**src/rtl/pkt_field_parser_pkg.sv**
```systemverilog
// ----------------------------------------------------------------------------
// pkt_field_parser_pkg
// Shared definitions for the receive-side packet field parser:
//   - packet type codes (HB, CHE, TS, DATA, SOS, NONE)
//   - word index of every field inside a packet
//   - minimum legal packet length per type
//   - broadcast destination ID
//   - parser FSM state type
//   - helpers: min_len(), is_known(), has_dest()
// ----------------------------------------------------------------------------
package pkt_field_parser_pkg;

   // Packet type codes carried in header bits [15:13]
   localparam logic [2:0] PT_HB   = 3'b000;
   localparam logic [2:0] PT_CHE  = 3'b001;
   localparam logic [2:0] PT_TS   = 3'b100;
   localparam logic [2:0] PT_DATA = 3'b101;
   localparam logic [2:0] PT_SOS  = 3'b110;
   localparam logic [2:0] PT_NONE = 3'b111;

   // Field word indices (word 0 is the header)
   localparam logic [7:0] IDX_SRC  = 8'd1;
   localparam logic [7:0] IDX_HOPS = 8'd2;
   localparam logic [7:0] IDX_EMAX = 8'd3;
   localparam logic [7:0] IDX_EMIN = 8'd4;
   localparam logic [7:0] IDX_ETH  = 8'd5;
   localparam logic [7:0] IDX_CH   = 8'd2;
   localparam logic [7:0] IDX_DEST = 8'd2;
   localparam logic [7:0] IDX_TS   = 8'd3;

   // Minimum total word count (header included) per type
   localparam logic [7:0] MINLEN_HB   = 8'd6;
   localparam logic [7:0] MINLEN_CHE  = 8'd3;
   localparam logic [7:0] MINLEN_TS   = 8'd4;
   localparam logic [7:0] MINLEN_DATA = 8'd3;
   localparam logic [7:0] MINLEN_SOS  = 8'd2;

   localparam logic [15:0] BROADCAST_ID = 16'hFFFF;

   typedef enum logic [2:0] {
      S_IDLE,
      S_FIELDS,
      S_DRAIN,
      S_COMMIT,
      S_ERR
   } state_t;

   // Returns 0 for unknown types; callers must also check is_known().
   function automatic logic [7:0] min_len(input logic [2:0] t);
      case (t)
         PT_HB:   min_len = MINLEN_HB;
         PT_CHE:  min_len = MINLEN_CHE;
         PT_TS:   min_len = MINLEN_TS;
         PT_DATA: min_len = MINLEN_DATA;
         PT_SOS:  min_len = MINLEN_SOS;
         default: min_len = 8'd0;
      endcase
   endfunction

   function automatic logic is_known(input logic [2:0] t);
      is_known = (t == PT_HB) || (t == PT_CHE) || (t == PT_TS) ||
                 (t == PT_DATA) || (t == PT_SOS);
   endfunction

   // Types that carry a destination word subject to filtering
   function automatic logic has_dest(input logic [2:0] t);
      has_dest = (t == PT_TS) || (t == PT_DATA);
   endfunction

endpackage

```
**src/rtl/pkt_field_parser.sv**
```systemverilog
// ----------------------------------------------------------------------------
// pkt_field_parser
// Decodes 16-bit packet words from the radio RX FIFO, extracts the HB / CHE /
// TS / DATA / SOS fields, filters on destination and issues a one-cycle
// en_MNI commit to the node-info stage. Malformed, foreign and unknown
// packets are drained; malformed/unknown ones pulse pkt_err.
//
// Ports:
//   clk, nrst          clock, asynchronous active-low reset
//   in_data/in_valid/in_last/in_ready   input word stream (valid/ready)
//   myNodeID           own node ID for destination filtering
//   en_MNI             one-cycle commit strobe
//   fPktType           committed type during en_MNI, 3'b111 otherwise
//   src_ID .. timeslot registered field outputs, held between commits
//   pkt_err            one-cycle pulse for a malformed/unknown packet
//
// Optional build macro PKT_STATS_EN adds saturating counters
//   cnt_ok (commits), cnt_err (pkt_err pulses), cnt_drop (silent drops).
// ----------------------------------------------------------------------------
module pkt_field_parser
   import pkt_field_parser_pkg::*;
#(
   parameter int WORD_WIDTH = 16,
   parameter int MAX_WORDS  = 32
) (
   input  logic                  clk,
   input  logic                  nrst,
   input  logic [WORD_WIDTH-1:0] in_data,
   input  logic                  in_valid,
   input  logic                  in_last,
   output logic                  in_ready,
   input  logic [WORD_WIDTH-1:0] myNodeID,
   output logic                  en_MNI,
   output logic [2:0]            fPktType,
   output logic [WORD_WIDTH-1:0] src_ID,
   output logic [WORD_WIDTH-1:0] hops,
   output logic [WORD_WIDTH-1:0] e_max,
   output logic [WORD_WIDTH-1:0] e_min,
   output logic [WORD_WIDTH-1:0] e_threshold,
   output logic [WORD_WIDTH-1:0] ch_ID,
   output logic [WORD_WIDTH-1:0] timeslot,
   output logic                  pkt_err
`ifdef PKT_STATS_EN
   ,
   output logic [15:0]           cnt_ok,
   output logic [15:0]           cnt_err,
   output logic [15:0]           cnt_drop
`endif
);

   localparam logic [7:0]            MAX_LEN  = 8'(MAX_WORDS);
   localparam logic [WORD_WIDTH-1:0] FIELD_MX = '1;
   localparam logic [WORD_WIDTH-1:0] BCAST    = WORD_WIDTH'(BROADCAST_ID);

   state_t                state_q, state_d;
   logic [2:0]            type_q,  type_d;
   logic [7:0]            len_q,   len_d;
   logic [7:0]            idx_q,   idx_d;    // index of the word now on the bus
   logic                  err_q,   err_d;

   // Shadow registers filled while the packet streams in
   logic [WORD_WIDTH-1:0] src_sh_q,  src_sh_d;
   logic [WORD_WIDTH-1:0] hops_sh_q, hops_sh_d;
   logic [WORD_WIDTH-1:0] emax_sh_q, emax_sh_d;
   logic [WORD_WIDTH-1:0] emin_sh_q, emin_sh_d;
   logic [WORD_WIDTH-1:0] eth_sh_q,  eth_sh_d;
   logic [WORD_WIDTH-1:0] ch_sh_q,   ch_sh_d;
   logic [WORD_WIDTH-1:0] ts_sh_q,   ts_sh_d;

   // Committed output registers
   logic [WORD_WIDTH-1:0] src_q,  src_d;
   logic [WORD_WIDTH-1:0] hops_q, hops_d;
   logic [WORD_WIDTH-1:0] emax_q, emax_d;
   logic [WORD_WIDTH-1:0] emin_q, emin_d;
   logic [WORD_WIDTH-1:0] eth_q,  eth_d;
   logic [WORD_WIDTH-1:0] ch_q,   ch_d;
   logic [WORD_WIDTH-1:0] ts_q,   ts_d;

   logic xfer;
   logic foreign;
   logic commit_go;
   logic drop;

   assign in_ready = (state_q == S_IDLE) || (state_q == S_FIELDS) || (state_q == S_DRAIN);
   assign xfer     = in_valid && in_ready;

   // Destination is judged when the dest word itself is on the bus, so a
   // foreign packet can be drained without storing the dest word.
   assign foreign  = has_dest(type_q) && (idx_q == IDX_DEST) &&
                     (in_data != myNodeID) && (in_data != BCAST);

   always_comb begin
      state_d   = state_q;
      type_d    = type_q;
      len_d     = len_q;
      idx_d     = idx_q;
      err_d     = err_q;
      src_sh_d  = src_sh_q;
      hops_sh_d = hops_sh_q;
      emax_sh_d = emax_sh_q;
      emin_sh_d = emin_sh_q;
      eth_sh_d  = eth_sh_q;
      ch_sh_d   = ch_sh_q;
      ts_sh_d   = ts_sh_q;
      commit_go = 1'b0;
      drop      = 1'b0;

      case (state_q)
         S_IDLE: begin
            if (xfer) begin
               type_d = in_data[WORD_WIDTH-1 -: 3];
               len_d  = in_data[7:0];
               idx_d  = 8'd1;
               err_d  = 1'b0;
               if (in_last) begin
                  state_d = S_ERR;
               end else if (!is_known(type_d) || (len_d < min_len(type_d)) ||
                            (len_d > MAX_LEN)) begin
                  state_d = S_DRAIN;
                  err_d   = 1'b1;
               end else begin
                  state_d = S_FIELDS;
               end
            end
         end

         S_FIELDS: begin
            if (xfer) begin
               idx_d = idx_q + 8'd1;
               if (idx_q >= len_q) begin
                  // Word past the advertised length
                  if (in_last) begin
                     state_d = S_ERR;
                  end else begin
                     state_d = S_DRAIN;
                     err_d   = 1'b1;
                  end
               end else begin
                  case (type_q)
                     PT_HB: begin
                        if (idx_q == IDX_SRC)  src_sh_d  = in_data;
                        if (idx_q == IDX_HOPS) hops_sh_d = in_data;
                        if (idx_q == IDX_EMAX) emax_sh_d = in_data;
                        if (idx_q == IDX_EMIN) emin_sh_d = in_data;
                        if (idx_q == IDX_ETH)  eth_sh_d  = in_data;
                     end
                     PT_CHE: begin
                        if (idx_q == IDX_SRC) src_sh_d = in_data;
                        if (idx_q == IDX_CH)  ch_sh_d  = in_data;
                     end
                     PT_TS: begin
                        if (idx_q == IDX_SRC) src_sh_d = in_data;
                        if (idx_q == IDX_TS)  ts_sh_d  = in_data;
                     end
                     default: begin   // DATA, SOS: only src is kept
                        if (idx_q == IDX_SRC) src_sh_d = in_data;
                     end
                  endcase

                  if (in_last) begin
                     if (idx_q != len_q - 8'd1) begin
                        state_d = S_ERR;
                     end else if (foreign) begin
                        state_d = S_IDLE;
                        drop    = 1'b1;
                     end else begin
                        state_d   = S_COMMIT;
                        commit_go = 1'b1;
                     end
                  end else if (foreign) begin
                     state_d = S_DRAIN;   // err_q stays clear: silent drop
                  end
               end
            end
         end

         S_DRAIN: begin
            if (xfer && in_last) begin
               if (err_q || !is_known(type_q)) begin
                  state_d = S_ERR;
               end else begin
                  state_d = S_IDLE;
                  drop    = 1'b1;
               end
            end
         end

         S_COMMIT: state_d = S_IDLE;
         S_ERR:    state_d = S_IDLE;
         default:  state_d = S_IDLE;
      endcase
   end

   // Outputs load on the final transfer edge from the updated shadows so
   // they are already stable during the en_MNI cycle.
   always_comb begin
      src_d  = src_q;
      hops_d = hops_q;
      emax_d = emax_q;
      emin_d = emin_q;
      eth_d  = eth_q;
      ch_d   = ch_q;
      ts_d   = ts_q;
      if (commit_go) begin
         src_d = src_sh_d;
         case (type_q)
            PT_HB: begin
               hops_d = (hops_sh_d == FIELD_MX) ? FIELD_MX : hops_sh_d + 1'b1;
               emax_d = emax_sh_d;
               emin_d = emin_sh_d;
               eth_d  = eth_sh_d;
            end
            PT_CHE:  ch_d = ch_sh_d;
            PT_TS:   ts_d = ts_sh_d;
            default: ;
         endcase
      end
   end

   always_ff @(posedge clk or negedge nrst) begin
      if (!nrst) begin
         state_q   <= S_IDLE;
         type_q    <= PT_NONE;
         len_q     <= '0;
         idx_q     <= '0;
         err_q     <= 1'b0;
         src_sh_q  <= '0;
         hops_sh_q <= '0;
         emax_sh_q <= '0;
         emin_sh_q <= '0;
         eth_sh_q  <= '0;
         ch_sh_q   <= '0;
         ts_sh_q   <= '0;
         src_q     <= '0;
         hops_q    <= '0;
         emax_q    <= '0;
         emin_q    <= '0;
         eth_q     <= '0;
         ch_q      <= '0;
         ts_q      <= '0;
      end else begin
         state_q   <= state_d;
         type_q    <= type_d;
         len_q     <= len_d;
         idx_q     <= idx_d;
         err_q     <= err_d;
         src_sh_q  <= src_sh_d;
         hops_sh_q <= hops_sh_d;
         emax_sh_q <= emax_sh_d;
         emin_sh_q <= emin_sh_d;
         eth_sh_q  <= eth_sh_d;
         ch_sh_q   <= ch_sh_d;
         ts_sh_q   <= ts_sh_d;
         src_q     <= src_d;
         hops_q    <= hops_d;
         emax_q    <= emax_d;
         emin_q    <= emin_d;
         eth_q     <= eth_d;
         ch_q      <= ch_d;
         ts_q      <= ts_d;
      end
   end

   assign en_MNI      = (state_q == S_COMMIT);
   assign pkt_err     = (state_q == S_ERR);
   assign fPktType    = en_MNI ? type_q : PT_NONE;
   assign src_ID      = src_q;
   assign hops        = hops_q;
   assign e_max       = emax_q;
   assign e_min       = emin_q;
   assign e_threshold = eth_q;
   assign ch_ID       = ch_q;
   assign timeslot    = ts_q;

`ifdef PKT_STATS_EN
   logic [15:0] cnt_ok_q,   cnt_ok_d;
   logic [15:0] cnt_err_q,  cnt_err_d;
   logic [15:0] cnt_drop_q, cnt_drop_d;

   always_comb begin
      cnt_ok_d   = cnt_ok_q;
      cnt_err_d  = cnt_err_q;
      cnt_drop_d = cnt_drop_q;
      if (en_MNI  && cnt_ok_q   != 16'hFFFF) cnt_ok_d   = cnt_ok_q   + 16'd1;
      if (pkt_err && cnt_err_q  != 16'hFFFF) cnt_err_d  = cnt_err_q  + 16'd1;
      if (drop    && cnt_drop_q != 16'hFFFF) cnt_drop_d = cnt_drop_q + 16'd1;
   end

   always_ff @(posedge clk or negedge nrst) begin
      if (!nrst) begin
         cnt_ok_q   <= '0;
         cnt_err_q  <= '0;
         cnt_drop_q <= '0;
      end else begin
         cnt_ok_q   <= cnt_ok_d;
         cnt_err_q  <= cnt_err_d;
         cnt_drop_q <= cnt_drop_d;
      end
   end

   assign cnt_ok   = cnt_ok_q;
   assign cnt_err  = cnt_err_q;
   assign cnt_drop = cnt_drop_q;
`endif

endmodule

```
**config.mk**
```make
export PLATFORM = sky130hd
export DESIGN_NAME = pkt_field_parser
export DESIGN_NICKNAME = d
export VERILOG_FILES = /design/src/rtl/pkt_field_parser_pkg.sv /design/src/rtl/pkt_field_parser.sv
export SDC_FILE = /design/constraint.sdc
export NUM_CORES = 1
export LEC_CHECK = 0
export CORE_MARGIN = 2
export CORE_UTILIZATION = 55
export CTS_BUF_LIST = sky130_fd_sc_hd__clkbuf_16
export DETAILED_ROUTE_END_ITERATION = 12
export GPL_TIMING_DRIVEN = 0
export PLACE_DENSITY = 0.8
export SETUP_SLACK_MARGIN = 0.05
export SLEW_MARGIN = 40
export SYNTH_ARGS = -nofsm -noshare
export SYNTH_HDL_FRONTEND = slang
export SYNTH_SLANG_ARGS = --single-unit
```
**constraint.sdc**
```tcl
create_clock -name clk -period 4.6 [get_ports clk]
set_input_delay 0.46 -clock clk [delete_from_list [all_inputs] [get_ports clk]]
set_output_delay 0.46 -clock clk [all_outputs]
set_load 0.005 [all_outputs]
```
==> summary.txt, run 1 <==
Status
  – Run status: finished, final reports clean

Logic synthesis
  – Cell area after technology mapping: 11140 sq um
  – Share of synthesized flip-flops with an asynchronous set or reset: 100.0%
  – Synthesized netlist cell count: 868
  – Number of enable flip-flop cells after synthesis: 0
  – Mapped Nets: 920
  – Number of storage elements in the synthesis netlist: 247
  – Mean instance size in the synthesized netlist: 12.83 sq um
  – Portion of the post-synthesis area used by sequential elements: 55.53%
  – Commonest register cell after synthesis: sky130_fd_sc_hd__dfrtp_1
  – Unique cell type count in the Yosys netlist: 60
  – Synthesis Warnings: 0

Clocking
  – Setup bufs post-CTS: 0
  – Clock latency of the later-clocked register in the worst-skew pair: 0.54 ns
  – Clock buffers created by TritonCTS: 25
  – TritonCTS sink count: 247
  – Clk pin slew, worst setup/hold paths: 0.06 ns
  – CTS HTree Levels: 1
  – TritonCTS clock tree: done
  – Root buffer cell: sky130_fd_sc_hd__clkbuf_16
  – Number of buffers on the longest clock path: 3

Timing
  – Layout Skew: 0.01955 ns
  – Maximum clock rate: 227.8 MHz
  – Final worst setup slack: 0.2098 ns
  – Max-slew violation count: 0
  – RSZ-0062 raised after global routing: false
  – Final critical path time including I/O delays and setup: 4.390 ns
  – Actual slew at the worst max-slew pin: 0.8567 ns
  – Worst hold-check slack: 0.4162 ns
  – Final setup violation count: 0
  – Tcrit/Tclk final: 95.44%
  – Remaining max-slew budget at the tightest pin: 42.89%
  – Final Hold Vio Count: 0
  – Setup TNS: 0 ns

Critical path
  – Slowest stage cell on the critical path: sky130_fd_sc_hd__or4_1
  – Number of buffers and inverters on the critical path: 3
  – Worst R2R Setup Slack: 0.21 ns
  – Critical path required time: 5.06 ns
  – Category of the worst setup path capture point: flop
  – Max Fanout on Critical Path: 10
  – Critical path cell sequence: inv_1 -> ha_1 -> or4_1 -> a21oi_1 -> o311ai_2 -> clkbuf_2 -> mux2_2 -> ha_1 -> and4_1 -> and4_1 -> nand3_1 -> mux2i_2 -> clkbuf_2 -> nor3b_1 -> a21oi_1
  – Critical path class: flop to flop
  – Start of the worst register-to-register path: len_q[3]$_DFFE_PN0P_
  – Category of cells accounting for the largest share of critical-path delay: simple AND/OR/NAND/NOR gates
  – Largest stage delay, worst path: 0.51 ns
  – Type of element launching the critical path: flop
  – Reg-to-Reg End: hops[11]$_DFFE_PN0P_
  – Depth of the worst register-to-register path: 15
  – Arrival time of the worst setup path: 4.85 ns

Global route
  – Grt met2 use: 42.55%
  – First-pass GRT wire length: 42500 um
  – Global routing's busiest layer: met2
  – Met1 layer usage reported by global route: 33.06%
  – Met3 layer usage reported by global route: 5.750%
  – Initial antenna violation count: 0
  – Total congestion overflow after global routing: 0
  – Via count of the first global-routing pass: 7754
  – Largest net degree at the start of global routing: 74
  – Overall routing resource usage: 25.24%

Final layout
  – Ant diodes: 0
  – Share of final-layout standard cells stronger than drive strength 1: 26.34%
  – Final cell count without fillers: 1333
  – Syn-to-layout area delta: 23.93%
  – Most common cell after layout, fill and taps aside: sky130_fd_sc_hd__dfrtp_1
  – Net count, final: 1100
  – Final cell utilization of the core: 68.87%
  – Highest-count cells in the layout ignoring fill and taps: 244 x sky130_fd_sc_hd__dfrtp_1, 192 x sky130_fd_sc_hd__mux2_2, 148 x sky130_fd_sc_hd__clkdlybuf4s50_1

Floorplanning
  – Core area: 20040 sq um
  – DIE AREA: 21400 sq um
  – Top Ports: 154
  – Die X-Extent: 146.3 um
  – Row cnt: 52
  – Effective utilization at floorplan: 55.58%
  – Die Y-Extent: 146.3 um

Pwr
  – Power density cells: 333.5 nW/um^2
  – Static leakage: 6.703 nW
  – Maximum vdd ir drop: 0.2932 mV

Drt
  – Number of antenna-violating nets in the routed design: 0
  – Via/cell ratio: 5.692
  – Detail-routed net length per standard cell: 20.12 um
  – DRC Markers: 0
  – Via count: 7588
  – Post-Route WL: 26830 um
  – Drt first-iter violations: 473
  – Number of detailed-routing iterations run before antenna repair: 9

Job
  – Maximum Capacitance Violations: 0

Placement
  – Dpl hpwl: 18630 um
  – Inst Count DP: 1290
  – Total of buffers placed on input and output ports: 149
  – Post-placement setup slack: -0.3196 ns
  – Global placement routability congestion: 0.9516

Hold path
  – Class of the tightest hold or removal check: primary input to asynchronous set/reset pin
where the power goes:
| part | internal (W) | switching (W) | leakage [nW] |
|---|---|---|---|
| Clock | 0.000989 | 0.000845 | 0.373 |
| Combinational | 0.000181 | 0.000270 | 2.97 |
| Sequential | 0.00224 | 0.0000738 | 3.36 |
| Total | 0.00341 | 0.00119 | 6.70 |
through the flow:
stage / total power, W / area (sq um)
after detailed placement: 0.002804 / 13050
after CTS: 0.004623 / 13800
after global routing: 0.004774 / 13800
after floorplan: 0.002604 / 11140
final: 0.004603 / 13800
after global placement: 0.002781 / 12970
worst max path at each step:
stage	startpoint	end	slack [ns]	cells after the start
after CTS	len_q[3]$_DFFE_PN0P_	hops[7]$_DFFE_PN0P_	0.13	15
after global placement	nrst	ch_ID[11]$_DFFE_PN0P_	-7.17	1
after detailed placement	in_valid	hops[7]$_DFFE_PN0P_	-0.32	14
after floorplan	len_q[3]$_DFFE_PN0P_	hops[2]$_DFFE_PN0P_	0.92	15
after global routing	len_q[3]$_DFFE_PN0P_	hops[2]$_DFFE_PN0P_	0.08	15
final	len_q[3]$_DFFE_PN0P_	hops[11]$_DFFE_PN0P_	0.21	15
final cells by class:
cell class / instances / area [sq um]
Buffer: 52 / 230.2
Clock buffer: 25 / 625.6
Clock inverter: 17 / 93.84
Fill cell: 1487 / 6237
Inverter: 27 / 101.3
Multi-Input combinational cell: 542 / 4639
Sequential cell: 247 / 6185
Tap cell: 270 / 337.8
Timing Repair Buffer: 153 / 1589
kinds of logic (layout without fill, tap and decap cells):
family                   Yosys count  in the layout  share of synthesized area, %
AO/OA/AOI/OAI                     82             82                         4.460
XOR/XNOR                          49             49                         3.853
adder cells (fa/ha/maj)           16             16                         1.798
buffers and inverters             79            274                         2.955
flip-flops                       247            247                         55.53
multiplexers                     220            220                         22.46
AND/OR/NAND/NOR                  175            175                         8.943
routing by layer:
metal  part of all wire (%)  vias up
met5                      0        -
met2                     48      297
met1                     42     3800
met3                    7.1       63
met4                    3.0        0
li1                       -     3428
cells in the mapped netlist, types with 2 or more instances:
cell / count / share of area (%)
sky130_fd_sc_hd__and3_1: 6 / 0.34
sky130_fd_sc_hd__nor2_1: 18 / 0.61
sky130_fd_sc_hd__a2bb2oi_1: 2 / 0.16
sky130_fd_sc_hd__ha_1: 16 / 1.8
sky130_fd_sc_hd__nand3_1: 15 / 0.67
sky130_fd_sc_hd__buf_2: 17 / 0.76
sky130_fd_sc_hd__nor4_1: 10 / 0.56
sky130_fd_sc_hd__or2_2: 6 / 0.34
sky130_fd_sc_hd__mux2_2: 192 / 19
sky130_fd_sc_hd__nand2_1: 38 / 1.3
sky130_fd_sc_hd__clkbuf_1: 31 / 1.0
sky130_fd_sc_hd__o211ai_1: 2 / 0.13
sky130_fd_sc_hd__o31ai_1: 3 / 0.20
sky130_fd_sc_hd__nand2b_1: 9 / 0.51
sky130_fd_sc_hd__and2_1: 4 / 0.22
sky130_fd_sc_hd__and4_1: 6 / 0.47
sky130_fd_sc_hd__mux2i_1: 11 / 0.99
sky130_fd_sc_hd__inv_1: 27 / 0.91
sky130_fd_sc_hd__mux2_4: 10 / 1.3
sky130_fd_sc_hd__nor2b_1: 5 / 0.28
sky130_fd_sc_hd__nand4_1: 12 / 0.67
sky130_fd_sc_hd__a31oi_1: 4 / 0.22
sky130_fd_sc_hd__or3_1: 7 / 0.39
sky130_fd_sc_hd__o31a_1: 4 / 0.31
sky130_fd_sc_hd__dfrtp_1: 244 / 55
sky130_fd_sc_hd__a21oi_1: 20 / 0.90
sky130_fd_sc_hd__xnor2_1: 19 / 1.5
sky130_fd_sc_hd__dfstp_2: 3 / 0.71
sky130_fd_sc_hd__xor2_1: 30 / 2.4
sky130_fd_sc_hd__a211oi_1: 4 / 0.27
sky130_fd_sc_hd__nor3_2: 2 / 0.18
sky130_fd_sc_hd__nor3_1: 15 / 0.67
sky130_fd_sc_hd__buf_1: 2 / 0.067
sky130_fd_sc_hd__mux2_1: 7 / 0.71
sky130_fd_sc_hd__nor3b_1: 7 / 0.47
sky130_fd_sc_hd__or4_1: 2 / 0.13
sky130_fd_sc_hd__o21a_1: 3 / 0.20
sky130_fd_sc_hd__o21ai_0: 32 / 1.4
sky130_fd_sc_hd__o21bai_1: 2 / 0.13
timing repair:
action | 4_1_cts | 5_1_grt
hold buffers | 1 | 0
resized for setup | 3 | 4
endpoints found under the setup margin | 10 | 10
hold endpoints to repair | 49 | 0
Power figures use the tool's default switching activity.
==> run 2: changes to the inputs <==
Settings changed: CORE_UTILIZATION 55 to 60, CTS_CLUSTER_DIAMETER from default to 150, DONT_BUFFER_PORTS from default to 1, PLACE_DENSITY 0.8 to 0.76.
==> summary.txt, run 2 (synthesis gave the netlist of run 1 again) <==
Status
  – Run status: finished with violations (was finished, final reports clean)
  – Violated checks: negative hold slack

Drt
  – Post-Route WL: 26870 um (was 26830 um)
  – Number of detailed-routing iterations run before antenna repair: 5 (was 9)
  – Detail-routed net length per standard cell: 23.49 um (was 20.12 um)
  – Via count: 6966 (was 7588)
  – Number of antenna-violating nets in the routed design: 0 (unchanged)
  – Drt first-iter violations: 601 (was 473)
  – DRC Markers: 0 (unchanged)
  – Via/cell ratio: 6.089 (was 5.692)

Clocking
  – Root buffer cell: sky130_fd_sc_hd__clkbuf_16 (unchanged)
  – TritonCTS clock tree: done (unchanged)
  – Setup bufs post-CTS: 0 (unchanged)
  – Number of buffers on the longest clock path: 3 (unchanged)
  – Clk pin slew, worst setup/hold paths: 0.06 ns (about the same)
  – Clock buffers created by TritonCTS: 25 (unchanged)
  – CTS HTree Levels: 1 (unchanged)
  – Clock latency of the later-clocked register in the worst-skew pair: 0.53 ns (was 0.54 ns)
  – TritonCTS sink count: 247 (unchanged)

Critical path
  – Type of element launching the critical path: flop (unchanged)
  – Critical path class: flop to flop (unchanged)
  – Category of the worst setup path capture point: flop (unchanged)
  – Max Fanout on Critical Path: 10 (unchanged)
  – Arrival time of the worst setup path: 4.74 ns (was 4.85 ns)
  – Critical path required time: 5.04 ns (was 5.06 ns)

Timing
  – Final setup violation count: 0 (unchanged)
  – Actual slew at the worst max-slew pin: 0.8462 ns (was 0.8567 ns)
  – Remaining max-slew budget at the tightest pin: 43.59% (was 42.89%)
  – Final Hold Vio Count: 245 (was 0)
  – Final critical path time including I/O delays and setup: 4.298 ns (was 4.390 ns)
  – Worst hold-check slack: -0.3690 ns (was 0.4162 ns)
  – Layout Skew: 0.006605 ns (was 0.01955 ns)
  – RSZ-0062 raised after global routing: false (unchanged)
  – Tcrit/Tclk final: 93.44% (was 95.44%)
  – Max-slew violation count: 0 (unchanged)
  – Maximum clock rate: 232.7 MHz (was 227.8 MHz)

Global route
  – Overall routing resource usage: 27.64% (was 25.24%)
  – Via count of the first global-routing pass: 7417 (was 7754)
  – Met1 layer usage reported by global route: 36.08% (was 33.06%)
  – Met3 layer usage reported by global route: 6.462% (was 5.750%)
  – Grt met2 use: 47.08% (was 42.55%)
  – Largest net degree at the start of global routing: 248 (was 74)
  – Global routing's busiest layer: met2 (unchanged)
  – First-pass GRT wire length: 42100 um (was 42500 um)
  – Initial antenna violation count: 0 (unchanged)
  – Total congestion overflow after global routing: 0 (unchanged)

Final layout
  – Most common cell after layout, fill and taps aside: sky130_fd_sc_hd__dfrtp_1 (unchanged)
  – Final cell utilization of the core: 68.44% (was 68.87%)
  – Ant diodes: 0 (unchanged)
  – Syn-to-layout area delta: 11.14% (was 23.93%)
  – Highest-count cells in the layout ignoring fill and taps: 244 x sky130_fd_sc_hd__dfrtp_1, 192 x sky130_fd_sc_hd__mux2_2, 38 x sky130_fd_sc_hd__nand2_1 (was 244 x sky130_fd_sc_hd__dfrtp_1, 192 x sky130_fd_sc_hd__mux2_2, 148 x sky130_fd_sc_hd__clkdlybuf4s50_1)
  – Net count, final: 948 (was 1100)
  – Share of final-layout standard cells stronger than drive strength 1: 32.13% (was 26.34%)

Floorplanning
  – Die Y-Extent: 140.2 um (was 146.3 um)
  – Effective utilization at floorplan: 61.58% (was 55.58%)
  – Core area: 18090 sq um (was 20040 sq um)
  – Top Ports: 154 (unchanged)
  – Row cnt: 49 (was 52)
  – Die X-Extent: 140.2 um (was 146.3 um)
  – DIE AREA: 19670 sq um (was 21400 sq um)

Placement
  – Dpl hpwl: 18560 um (was 18630 um)
  – Total of buffers placed on input and output ports: 0 (was 149)
  – Global placement routability congestion: 0.8834 (was 0.9516)

Pwr
  – Maximum vdd ir drop: 0.3278 mV (was 0.2932 mV)
  – Static leakage: 6.206 nW (was 6.703 nW)
  – Power density cells: 395.7 nW/um^2 (was 333.5 nW/um^2)

Hold path
  – Class of the tightest hold or removal check: primary input to asynchronous set/reset pin (unchanged)

Job
  – Maximum Capacitance Violations: 0 (unchanged)
## run 2: layout make-up
cell class / instances / area, sq um
Buffer: 52 / 236.5
Clock buffer: 25 / 625.6
Clock inverter: 21 / 285.3
Fill cell: 1307 / 5708
Inverter: 27 / 101.3
Multi-Input combinational cell: 542 / 4647
Sequential cell: 247 / 6185
Tap cell: 229 / 286.5
Timing Repair Buffer: 1 / 11.26
## run 2: per-stage QoR
stage          setup TNS, ns  std cells  setup WS, ns  power, W  area, sq um
3_3_place_gp               0       1097       0.09064  0.002698        11420
3_5_place_dp         -0.1026       1098      -0.05649  0.002717        11440
5_1_grt                    0       1144       0.06635  0.005066        12380
4_1_cts                    0       1144       0.05792  0.004921        12360
6_report                   0       1144        0.3017  0.004898        12380
2_1_floorplan              0        868        0.9203  0.002604        11140
## run 2: path summary, 6_finish.rpt
kind,from,end,slack (ns),depth (start not counted)
max,len_q[3]$_DFFE_PN0P_,hops[6]$_DFFE_PN0P_,0.30,15
min,nrst,len_q[1]$_DFFE_PN0P_,-0.37,0
max reg2reg,len_q[3]$_DFFE_PN0P_,hops[6]$_DFFE_PN0P_,0.30,15
min reg2reg,emin_sh_q[8]$_DFF_PN0_,emin_sh_q[8]$_DFF_PN0_,0.50,1
max in group asynchronous,nrst,hops_sh_q[5]$_DFF_PN0_,4.46,0
min in group clk,in_last,err_q$_DFFE_PN0P_,0.04,1
## run 2: critical path, stage by stage (launching register included)
cell and delay, ns:
sky130_fd_sc_hd__dfrtp_1 0.44, sky130_fd_sc_hd__inv_1 0.12, sky130_fd_sc_hd__ha_1 0.24, sky130_fd_sc_hd__or4_1 0.55, sky130_fd_sc_hd__a21oi_2 0.23, sky130_fd_sc_hd__o311ai_2 0.21
sky130_fd_sc_hd__clkbuf_2 0.29, sky130_fd_sc_hd__mux2_2 0.30, sky130_fd_sc_hd__ha_1 0.29, sky130_fd_sc_hd__and4_1 0.27, sky130_fd_sc_hd__and4_1 0.34, sky130_fd_sc_hd__nand3_1 0.13
sky130_fd_sc_hd__mux2i_2 0.30, sky130_fd_sc_hd__clkbuf_4 0.28, sky130_fd_sc_hd__nor3_1 0.08, sky130_fd_sc_hd__a21oi_1 0.16
## run 2: metal layers
metal | vias to the layer above | share of wire [%]
met4 | 0 | 2.4
met1 | 3548 | 41
met3 | 56 | 7.4
li1 | 3125 | -
met2 | 237 | 49
met5 | - | 0
## run 2: repair_timing
action / 4_1_cts / 5_1_grt
resized for setup: 2 / 8
endpoints found under the hold margin: 247 / 247
pin swaps: 0 / 0
endpoints found under the setup margin: 10 / 13
## run 2: where the power goes
group | switching [W] | total [W] | internal, W | leakage [nW]
registers | 0.0000743 | 0.00232 | 0.00224 | 3.36
logic | 0.000221 | 0.000372 | 0.000150 | 2.41
clock network | 0.000864 | 0.00221 | 0.00134 | 0.442
